===== src/rtl/dcache_flush_ctrl.sv =====
// dcache_flush_ctrl
//   Miss handler and refill/write-back sequencer for the data cache. On a miss
//   in every line it picks a victim, writes the victim back word by word if it
//   is dirty, then refills it word by word from memory.
//
// Ports
//   clk, reset_n        clock, synchronous active-low reset
//   dcache_addr         address of the pending access
//   dcache_rdreq/wrreq  pending read / write
//   line_*_all          per-line status vectors (miss, valid, dirty, miss
//                       count, base address, read-out data), line i in slice i
//   flush_mode          one-hot victim select to the lines
//   flush_write         write strobe to the victim line (refill)
//   flush_dirty         refill is on behalf of a write
//   flush_addr          word index inside the victim line
//   line_in/_valid      refill word and its strobe
//   flush_busy          miss handling in progress
//   mem_addr/out        word-aligned memory address / write-back data
//   mem_wrreq/rdreq     memory requests, held until mem_ack / mem_in_valid
//   mem_ack             write accepted
//   mem_in/_valid       read data, valid completes the read
module dcache_flush_ctrl #(
    parameter int DATABITS      = 32,
    parameter int ADDRBITS      = 32,
    parameter int CACHEADDRBITS = 5,
    parameter int LSBITS        = 2,
    parameter int LINENUM       = 4,
    parameter int CNTMISSBITS   = 8
) (
    input  logic                            clk,
    input  logic                            reset_n,
    input  logic [ADDRBITS-1:0]             dcache_addr,
    input  logic                            dcache_rdreq,
    input  logic                            dcache_wrreq,
    input  logic [LINENUM-1:0]              line_miss_all,
    input  logic [LINENUM-1:0]              line_valid_all,
    input  logic [LINENUM-1:0]              line_dirty_all,
    input  logic [LINENUM*CNTMISSBITS-1:0]  cnt_miss_all,
    input  logic [LINENUM*ADDRBITS-1:0]     line_addr_all,
    input  logic [LINENUM*DATABITS-1:0]     line_out_all,
    output logic [LINENUM-1:0]              flush_mode,
    output logic                            flush_write,
    output logic                            flush_dirty,
    output logic [CACHEADDRBITS-1:0]        flush_addr,
    output logic [DATABITS-1:0]             line_in,
    output logic                            line_in_valid,
    output logic                            flush_busy,
    output logic [ADDRBITS-1:0]             mem_addr,
    output logic [DATABITS-1:0]             mem_out,
    output logic                            mem_wrreq,
    output logic                            mem_rdreq,
    input  logic                            mem_ack,
    input  logic [DATABITS-1:0]             mem_in,
    input  logic                            mem_in_valid
);

    localparam int IDXW   = (LINENUM > 1) ? $clog2(LINENUM) : 1;
    localparam int TAGLSB = CACHEADDRBITS + LSBITS;

    typedef enum logic [2:0] {
        IDLE, SELECT, WB_RD, WB_WR, FILL_REQ, FILL_WR, DONE
    } state_t;

    state_t                   state, state_next;
    logic [CACHEADDRBITS-1:0] idx;
    logic [ADDRBITS-1:0]      req_addr;
    logic [ADDRBITS-1:0]      victim_base;
    logic [IDXW-1:0]          victim_idx;
    logic [LINENUM-1:0]       victim_oh;
    logic                     dirty_req;
    logic [DATABITS-1:0]      wb_data;
    logic [DATABITS-1:0]      fill_data;

    logic                     global_miss;
    logic                     idx_last;
    logic [IDXW-1:0]          sel_idx;
    logic                     sel_dirty;

    assign global_miss = (dcache_rdreq | dcache_wrreq) & (&line_miss_all);
    assign idx_last    = &idx;

    // Victim choice: lowest-index invalid line wins outright; otherwise the
    // highest miss count, with a strict compare so ties keep the lower index.
    always_comb begin
        logic                   found_invalid;
        logic [IDXW-1:0]        inv_idx;
        logic [IDXW-1:0]        best_idx;
        logic [CNTMISSBITS-1:0] best_cnt;
        // NOTE: every variable gets a default before any branch so the block
        // stays purely combinational and no latch is inferred.
        found_invalid = 1'b0;
        inv_idx       = '0;
        best_idx      = '0;
        best_cnt      = cnt_miss_all[0 +: CNTMISSBITS];
        for (int i = LINENUM - 1; i >= 0; i--) begin
            if (!line_valid_all[i]) begin
                found_invalid = 1'b1;
                inv_idx       = IDXW'(i);
            end
        end
        for (int i = 1; i < LINENUM; i++) begin
            if (cnt_miss_all[i*CNTMISSBITS +: CNTMISSBITS] > best_cnt) begin
                best_cnt = cnt_miss_all[i*CNTMISSBITS +: CNTMISSBITS];
                best_idx = IDXW'(i);
            end
        end
        sel_idx   = found_invalid ? inv_idx : best_idx;
        sel_dirty = line_dirty_all[sel_idx];
    end

    always_comb begin
        state_next = state;
        case (state)
            IDLE:     if (global_miss) state_next = SELECT;
            SELECT:   state_next = sel_dirty ? WB_RD : FILL_REQ;
            WB_RD:    state_next = WB_WR;
            WB_WR:    if (mem_ack) state_next = idx_last ? FILL_REQ : WB_RD;
            FILL_REQ: if (mem_in_valid) state_next = FILL_WR;
            FILL_WR:  state_next = idx_last ? DONE : FILL_REQ;
            DONE:     state_next = IDLE;
            default:  state_next = IDLE;
        endcase
    end

    always_comb begin
        flush_write   = 1'b0;
        flush_addr    = '0;
        line_in       = '0;
        line_in_valid = 1'b0;
        mem_addr      = '0;
        mem_wrreq     = 1'b0;
        mem_rdreq     = 1'b0;
        case (state)
            WB_RD: flush_addr = idx;
            WB_WR: begin
                mem_wrreq = 1'b1;
                mem_addr  = {victim_base[ADDRBITS-1:TAGLSB], idx, {LSBITS{1'b0}}};
            end
            FILL_REQ: begin
                mem_rdreq = 1'b1;
                mem_addr  = {req_addr[ADDRBITS-1:TAGLSB], idx, {LSBITS{1'b0}}};
            end
            FILL_WR: begin
                line_in       = fill_data;
                line_in_valid = 1'b1;
                flush_write   = 1'b1;
                flush_addr    = idx;
            end
            default: ;
        endcase
    end

    assign flush_busy  = (state != IDLE);
    assign flush_mode  = victim_oh;
    assign flush_dirty = dirty_req;
    assign mem_out     = wb_data;

    // NOTE: state registers use non-blocking assignments so every register
    // samples the pre-edge values, independent of statement order.
    always_ff @(posedge clk) begin
        if (!reset_n) begin
            state       <= IDLE;
            idx         <= '0;
            req_addr    <= '0;
            victim_base <= '0;
            victim_idx  <= '0;
            victim_oh   <= '0;
            dirty_req   <= 1'b0;
            wb_data     <= '0;
            fill_data   <= '0;
        end else begin
            state <= state_next;
            case (state)
                IDLE: if (global_miss) begin
                    req_addr  <= dcache_addr;
                    dirty_req <= dcache_wrreq;
                end
                SELECT: begin
                    victim_idx  <= sel_idx;
                    victim_oh   <= LINENUM'(1) << sel_idx;
                    victim_base <= line_addr_all[sel_idx*ADDRBITS +: ADDRBITS];
                    idx         <= '0;
                end
                WB_RD:    wb_data <= line_out_all[victim_idx*DATABITS +: DATABITS];
                WB_WR:    if (mem_ack) idx <= idx + 1'b1;
                FILL_REQ: if (mem_in_valid) fill_data <= mem_in;
                FILL_WR:  idx <= idx + 1'b1;
                DONE: begin
                    victim_oh <= '0;
                    dirty_req <= 1'b0;
                    wb_data   <= '0;
                    fill_data <= '0;
                end
                default: ;
            endcase
        end
    end

endmodule


===== config.mk =====
export PLATFORM = sky130hd
export DESIGN_NAME = dcache_flush_ctrl
export DESIGN_NICKNAME = d
export VERILOG_FILES = /design/src/rtl/dcache_flush_ctrl.sv
export SDC_FILE = /design/constraint.sdc
export NUM_CORES = 1
export LEC_CHECK = 0
export ABC_AREA = 1
export CAP_MARGIN = 20
export CORE_AREA = 2 2 188 190
export DETAILED_ROUTE_END_ITERATION = 10
export DIE_AREA = 0 0 190 192
export SLEW_MARGIN = 25
export SYNTH_ARGS = -nofsm -noshare
export SYNTH_HDL_FRONTEND = slang
export SYNTH_SLANG_ARGS = --single-unit

===== constraint.sdc =====
create_clock -name clk -period 8.8 [get_ports clk]
set_clock_uncertainty 0.1 [all_clocks]
set_input_delay 2.64 -clock clk [delete_from_list [all_inputs] [get_ports clk]]
set_output_delay 2.64 -clock clk [all_outputs]
set_load 0.01 [all_outputs]

==> results of run 1 <==
## area by class of cell
| cell class | count | area (sq um) |
|---|---|---|
| Fill cell | 3610 | 21300 |
| Timing Repair Buffer | 452 | 4500 |
| Multi-Input combinational cell | 843 | 4340 |
| Sequential cell | 129 | 2590 |
| Tap cell | 455 | 569 |
| Clock buffer | 18 | 429 |
| Inverter | 94 | 362 |
| Clock inverter | 14 | 169 |
## placed cells by master (no fill, tap or decap), types with 2 or more instances in the layout
cell type | synthesis | final
nor2_2 | 3 | 5
a211oi_1 | 2 | 2
inv_2 | 8 | 10
inv_1 | 81 | 80
nor2_8 | 3 | 3
a31oi_1 | 8 | 8
a22oi_1 | 7 | 7
nand2_1 | 213 | 213
inv_6 | 1 | 6
nand4_1 | 15 | 15
a21o_1 | 2 | 2
a21oi_1 | 86 | 86
a41oi_2 | 5 | 5
o21ai_0 | 137 | 137
bufinv_16 | 0 | 2
buf_4 | 7 | 9
nor2_1 | 234 | 231
o32ai_1 | 32 | 32
o21ai_1 | 2 | 2
nor3_1 | 4 | 3
clkdlybuf4s50_1 | 0 | 442
dfxtp_1 | 129 | 127
conb_1 | 1 | 2
nand2_2 | 13 | 13
inv_8 | 0 | 3
nand3_1 | 11 | 11
nand2_4 | 3 | 3
ha_1 | 26 | 26
a22o_1 | 25 | 25
clkinvlp_4 | 0 | 3
clkbuf_16 | 0 | 17
## layer usage
layer | up-vias | routed length, um
met5 | - | 0
met4 | 0 | 691
met3 | 34 | 2580
met2 | 340 | 16400
met1 | 4111 | 13000
li1 | 4587 | -
## how the worst max path moves through the flow
stage	endpoint	slack, ns	from	cells past startpoint
detailed placement	victim_base[8]	0.95	cnt_miss_all[3]	35
global placement	victim_base[8]	1.09	cnt_miss_all[7]	28
CTS	victim_base[8]	1.36	cnt_miss_all[3]	35
finish	victim_base[21]	1.39	cnt_miss_all[7]	33
global route	victim_base[8]	0.85	cnt_miss_all[7]	28
floorplan	victim_base[13]	2.13	cnt_miss_all[7]	29
## power by group through the flow
stage	sequential [uW]	combinational (uW)	clock, uW
2_1_floorplan	611	145	0
3_3_place_gp	616	331	0
3_5_place_dp	616	334	0
4_1_cts	603	336	772
5_1_grt	603	367	795
6_report	602	332	740
## worst max-delay path, delay by kind of cell
family / cells / cell delay [ns]
AOI/OAI and AO/OA: 4 / 0.60
adders and majority gates: 3 / 0.94
and+or+nand+nor: 21 / 2.32
buffers and inverters: 5 / 1.17
## sequential cells by signal, indices dropped and copies added, names as in the netlist
name and cells:
mem_out 32, idx 5, flush_mode 4, victim_base 25
req_addr 25, fill_data 32, state 3, victim_idx 2
flush_dirty 1
## cell families after synthesis
logic type                 share of synthesized area, %
AOI/OAI and AO/OA                                  24.9
adders and majority gates                          4.27
buffers and inverters                              9.44
DFF                                                33.9
other                                            0.0492
and+or+nand+nor                                    27.4
## through the flow
stage	total power, uW	area, sq um
after CTS	1710	12900
after detailed placement	950	12300
after global routing	1760	12900
after floorplan	756	7620
final	1670	12900
after global placement	947	12300
==> flow_metrics.env, run 1 <==
export IMPL_p_int_uw=1210
export IMPL_worst_setup_path_type="in -> reg"
export IMPL_vias=9072
export IMPL_postCtsResizedCells=0
export IMPL_area_delta_synth_final_pct=70.0
export IMPL_critPathRequiredTime_ns=9.05
export IMPL_hold_class="reg -> reg"
export IMPL_grtUsageMet2_pct=31.8
export IMPL_final_period_utilization_pct=84.3
export IMPL_max_cap_violations=0
export IMPL_ir_drop_mv=0.128
export IMPL_reg2reg_slack_ns=6.18
export IMPL_slew_headroom_pct=36.5
export IMPL_die_w_um=190
export IMPL_routedWlPerCell_um=16.3
export IMPL_synthTopCellsByArea="dfxtp_1 34%, nor2_1 12%, nand2_1 10%"
export IMPL_finalNonFillerCells=2005
export IMPL_endpoint_kind="register"
export IMPL_numPlacedInstances=1973
export IMPL_cts_max_level=4
export IMPL_grt_max_degree=66
export IMPL_crit_top_cell="nand2_1"
export IMPL_tns_ns=0
export IMPL_reg2reg_to="req_addr[21]"
export IMPL_path_max_fanout=25
export IMPL_grt_antenna_before_repair=0
export IMPL_netlist_area_leader_share_pct=33.9
export IMPL_ys_seq_elements=129
export IMPL_via_per_inst=4.52
export IMPL_postRouteAntennaNets=0
export IMPL_worst_setup_path_start_kind="input port"
export IMPL_coreArea_sq_mm=0.0343
export IMPL_hold_viol=0
export IMPL_postCtsSetupBuffers=0
export IMPL_drc_errors=0
export IMPL_p_clk_share_pct=44.2
export IMPL_grt_pass1_vias=8874
export IMPL_tightest_slew_ns=0.952
export IMPL_syn_inst=1142
export IMPL_holdCritStartpoint="idx[2]"
export IMPL_r2r_cells=6
export IMPL_arrival_ns=7.66
export IMPL_initial_utilization_pct=22.2
export IMPL_clk_pin_slew_ns=0.07
export IMPL_clk_latency_ns=0.41
export IMPL_rows=68
export IMPL_boundaryPins=481
export IMPL_fp_dieArea_sq_mm=0.0365
export IMPL_synthArstFlopShare_pct=0
export IMPL_switching_power_uw=463
export IMPL_synth_area_sq_mm=0.00762
export IMPL_status="finished, final reports clean"
export IMPL_leakagePower_uw=0.00487
export IMPL_gr_max_usage_layer="met2"
export IMPL_p_comb_share_pct=19.8
export IMPL_cpMaxStageDelayCell="clkdlybuf4s50_1"
export IMPL_min_period_ns=7.41
export IMPL_place_ws_ns=0.945
export IMPL_timing_hold_ws_ns=0.342
export IMPL_synth_seq_area_share_pct=33.9
export IMPL_drt_iter0_drc=322
export IMPL_fin_util_pct=37.8
export IMPL_ctsRootBufferMaster="clkbuf_16"
export IMPL_nets=1933
export IMPL_p_per_area_mw_per_mm2=129
export IMPL_synth_edff_count=0
export IMPL_hpwl_um=24800
export IMPL_grt_pass1_wl_um=48700
export IMPL_gp_congestion=0.856
export IMPL_synthTopCellsByCount="234 x nor2_1, 213 x nand2_1, 137 x o21ai_0"
export IMPL_cts_hold_buf=0
export IMPL_drt_wl_total_um=32600
export IMPL_synth_cell_types=43
export IMPL_io_buffers=443
export IMPL_yosys_most_used_dff="dfxtp_1"
export IMPL_syn_avg_cell_area_sq_um=6.67
export IMPL_grtUsageTotal_pct=17.2
export IMPL_clockBufferDepth=2
export IMPL_die_h_um=192
export IMPL_n_antenna_cell=0
export IMPL_drive_above_1_share_pct=5.94
export IMPL_holdPathStages=1
export IMPL_r2r_start="state[2]"
export IMPL_use_met3_pct=4.75
export IMPL_max_freq_ghz=0.135
export IMPL_yosys_warnings=0
export IMPL_slowest_delay_ns=0.45
export IMPL_power_share_switching_pct=27.7
export IMPL_use_met1_pct=19.0
export IMPL_dr_pass1_iters=4
export IMPL_layout_setup_ws_ns=1.39
export IMPL_synth_top_cell_by_area="dfxtp_1"
export IMPL_grt_ovfl_total=0
export IMPL_pwr_share_seq_pct=36.0
export IMPL_worstHoldEndpoint="idx[2]"
export IMPL_cts_sinks=129
export IMPL_tritoncts="yes"
export IMPL_setup_violations_final=0
export IMPL_numCtsBuffers=17
export IMPL_synth_most_common_cell="nor2_1"
export IMPL_final_max_slew_violation_count=0
export IMPL_rsz0062_at_grt="no"
No activity file was read; power rests on OpenSTA's default activity.
==> inputs of run 2 (changes only) <==
==> constraint.sdc (replaced) <==
create_clock -name clk -period 6.2 [get_ports clk]
set_clock_uncertainty 0.1 [all_clocks]
set_input_delay 1.86 -clock clk [delete_from_list [all_inputs] [get_ports clk]]
set_output_delay 1.86 -clock clk [all_outputs]
set_load 0.01 [all_outputs]
==> run 2 against run 1 <==
Against the previous run:
- sequential cell count did not move
- sequential power rose by 42%
- clock power rose by 36%
- highest routed layer unchanged
==> flow_metrics.env, run 2 (synthesized netlist as in run 1, its figures left out) <==
export IMPL_status="finished, final reports clean"
export IMPL_ctsRootBufferMaster="clkbuf_16"
export IMPL_place_ws_ns=-0.540
export IMPL_critPathRequiredTime_ns=6.42
export IMPL_clk_pin_slew_ns=0.07
export IMPL_die_w_um=190
export IMPL_drt_iter0_drc=269
export IMPL_nets=1974
export IMPL_numCtsBuffers=17
export IMPL_grtUsageTotal_pct=17.5
export IMPL_layout_setup_ws_ns=0.328
export IMPL_hold_viol=0
export IMPL_critPathBufInv=6
export IMPL_p_per_area_mw_per_mm2=179
export IMPL_fp_dieArea_sq_mm=0.0365
export IMPL_clk_latency_ns=0.42
export IMPL_hpwl_um=25200
export IMPL_postRouteAntennaNets=0
export IMPL_holdPathStages=1
export IMPL_fillers=3577
export IMPL_gp_congestion=0.863
export IMPL_max_cap_violations=0
export IMPL_cts_max_level=4
export IMPL_rsz0062_at_grt="no"
export IMPL_slowest_delay_ns=0.34
export IMPL_clockBufferDepth=2
export IMPL_boundaryPins=481
export IMPL_worst_setup_path_type="in -> reg"
export IMPL_mostFrequentLayoutCell="clkdlybuf4s50_1"
export IMPL_cp_depth=36
export IMPL_slew_headroom_pct=38.8
export IMPL_cts_hold_buf=0
export IMPL_drive_above_1_share_pct=10.6
export IMPL_endpoint_kind="register"
export IMPL_grt_pass1_vias=9192
export IMPL_leakagePower_uw=0.00524
export IMPL_ir_drop_mv=0.175
export IMPL_path_delay_family="simple AND/OR/NAND/NOR gates"
export IMPL_min_period_ns=5.87
export IMPL_grt_max_degree=66
export IMPL_max_freq_ghz=0.170
export IMPL_grt_ovfl_total=0
export IMPL_cpMaxStageDelayCell="ha_1"
export IMPL_coreArea_sq_mm=0.0343
export IMPL_dr_pass1_iters=4
export IMPL_io_buffers=443
export IMPL_final_max_slew_violation_count=0
export IMPL_die_h_um=192
export IMPL_regArea_sq_mm=0.00259
export IMPL_cts_sinks=129
export IMPL_final_period_utilization_pct=94.7
export IMPL_area_delta_synth_final_pct=77.5
export IMPL_rows=68
export IMPL_final_cell_mix="426 x clkdlybuf4s50_1, 228 x nor2_1, 204 x nand2_1"
export IMPL_multi_input_area_sq_mm=0.00451
export IMPL_reg2reg_slack_ns=3.87
export IMPL_crit_top_cell="nand2_1"
export IMPL_tightest_slew_ns=0.918
export IMPL_tritoncts="yes"
export IMPL_worst_setup_path_start_kind="input port"
export IMPL_finalPower_uw=2420
export IMPL_vias=9315
export IMPL_drc_errors=0
export IMPL_setup_violations_final=0
export IMPL_grt_pass1_wl_um=49300
export IMPL_initial_utilization_pct=22.2
export IMPL_via_per_inst=4.55
export IMPL_hold_class="reg -> reg"
export IMPL_arrival_ns=6.09
export IMPL_routedWlPerCell_um=16.4
export IMPL_drt_wl_total_um=33600
export IMPL_r2r_cells=8
export IMPL_n_antenna_cell=0
export IMPL_grt_antenna_before_repair=0
export IMPL_path_max_fanout=8
-- run 2: report_power, final --
part	switching [uW]	internal [uW]
Clock	435	574
Combinational	235	322
Sequential	12.3	843
Total	682	1740
-- run 2: layout make-up --
type                    count  share of cell area [%]
clock buffers              18                    3.25
repair buffers            492                    36.3
repair inverters            1                  0.0555
flip-flops and latches    129                    19.1
inverters                  94                    2.66
multi-input cells         843                    33.3
well taps                 455                    4.21
clock inverters            14                    1.05
-- run 2: through the flow --
stage	cell area, sq um	hold slack, ns	utilization (%)	instances	TNS [ns]
final	13500	0.347	39.4	2046	0
after global routing	13500	0.373	39.4	2046	0
after CTS	13200	0.355	38.5	2035	0
after detailed placement	12600	0.344	36.8	2003	-13.12
after global placement	12600	0.325	36.8	2003	-11.44
after floorplan	7620	0.312	-	1143	0
-- run 2: path summary, 6_finish.rpt --
check / endpoint / startpoint
worst max-delay path: victim_base[24] / cnt_miss_all[9]
worst min-delay path: idx[2] / idx[2]
worst max register to register: fill_data[17] / state[2]
worst min register to register: idx[2] / idx[2]
-- run 2: layer usage --
| layer | share of wire, % | up-vias | GRT usage (%) | wire (um) |
|---|---|---|---|---|
| li1 | - | 4678 | - | - |
| met1 | 40 | 4253 | 19.0 | 13400 |
| met2 | 49 | 341 | 31.8 | 16600 |
| met3 | 7.7 | 43 | 5.23 | 2570 |
| met4 | 3.0 | 0 | 6.77 | 1010 |
| met5 | 0 | - | 0 | 0 |
-- run 2: timing repair --
item | in CTS | in global routing
setup buffers | 0 | 9
gates resized for setup | 1 | 74
gates cloned | 0 | 2
endpoints found under the hold margin | 0 | 0
pin swaps | 0 | 28
setup endpoints to repair | 16 | 32
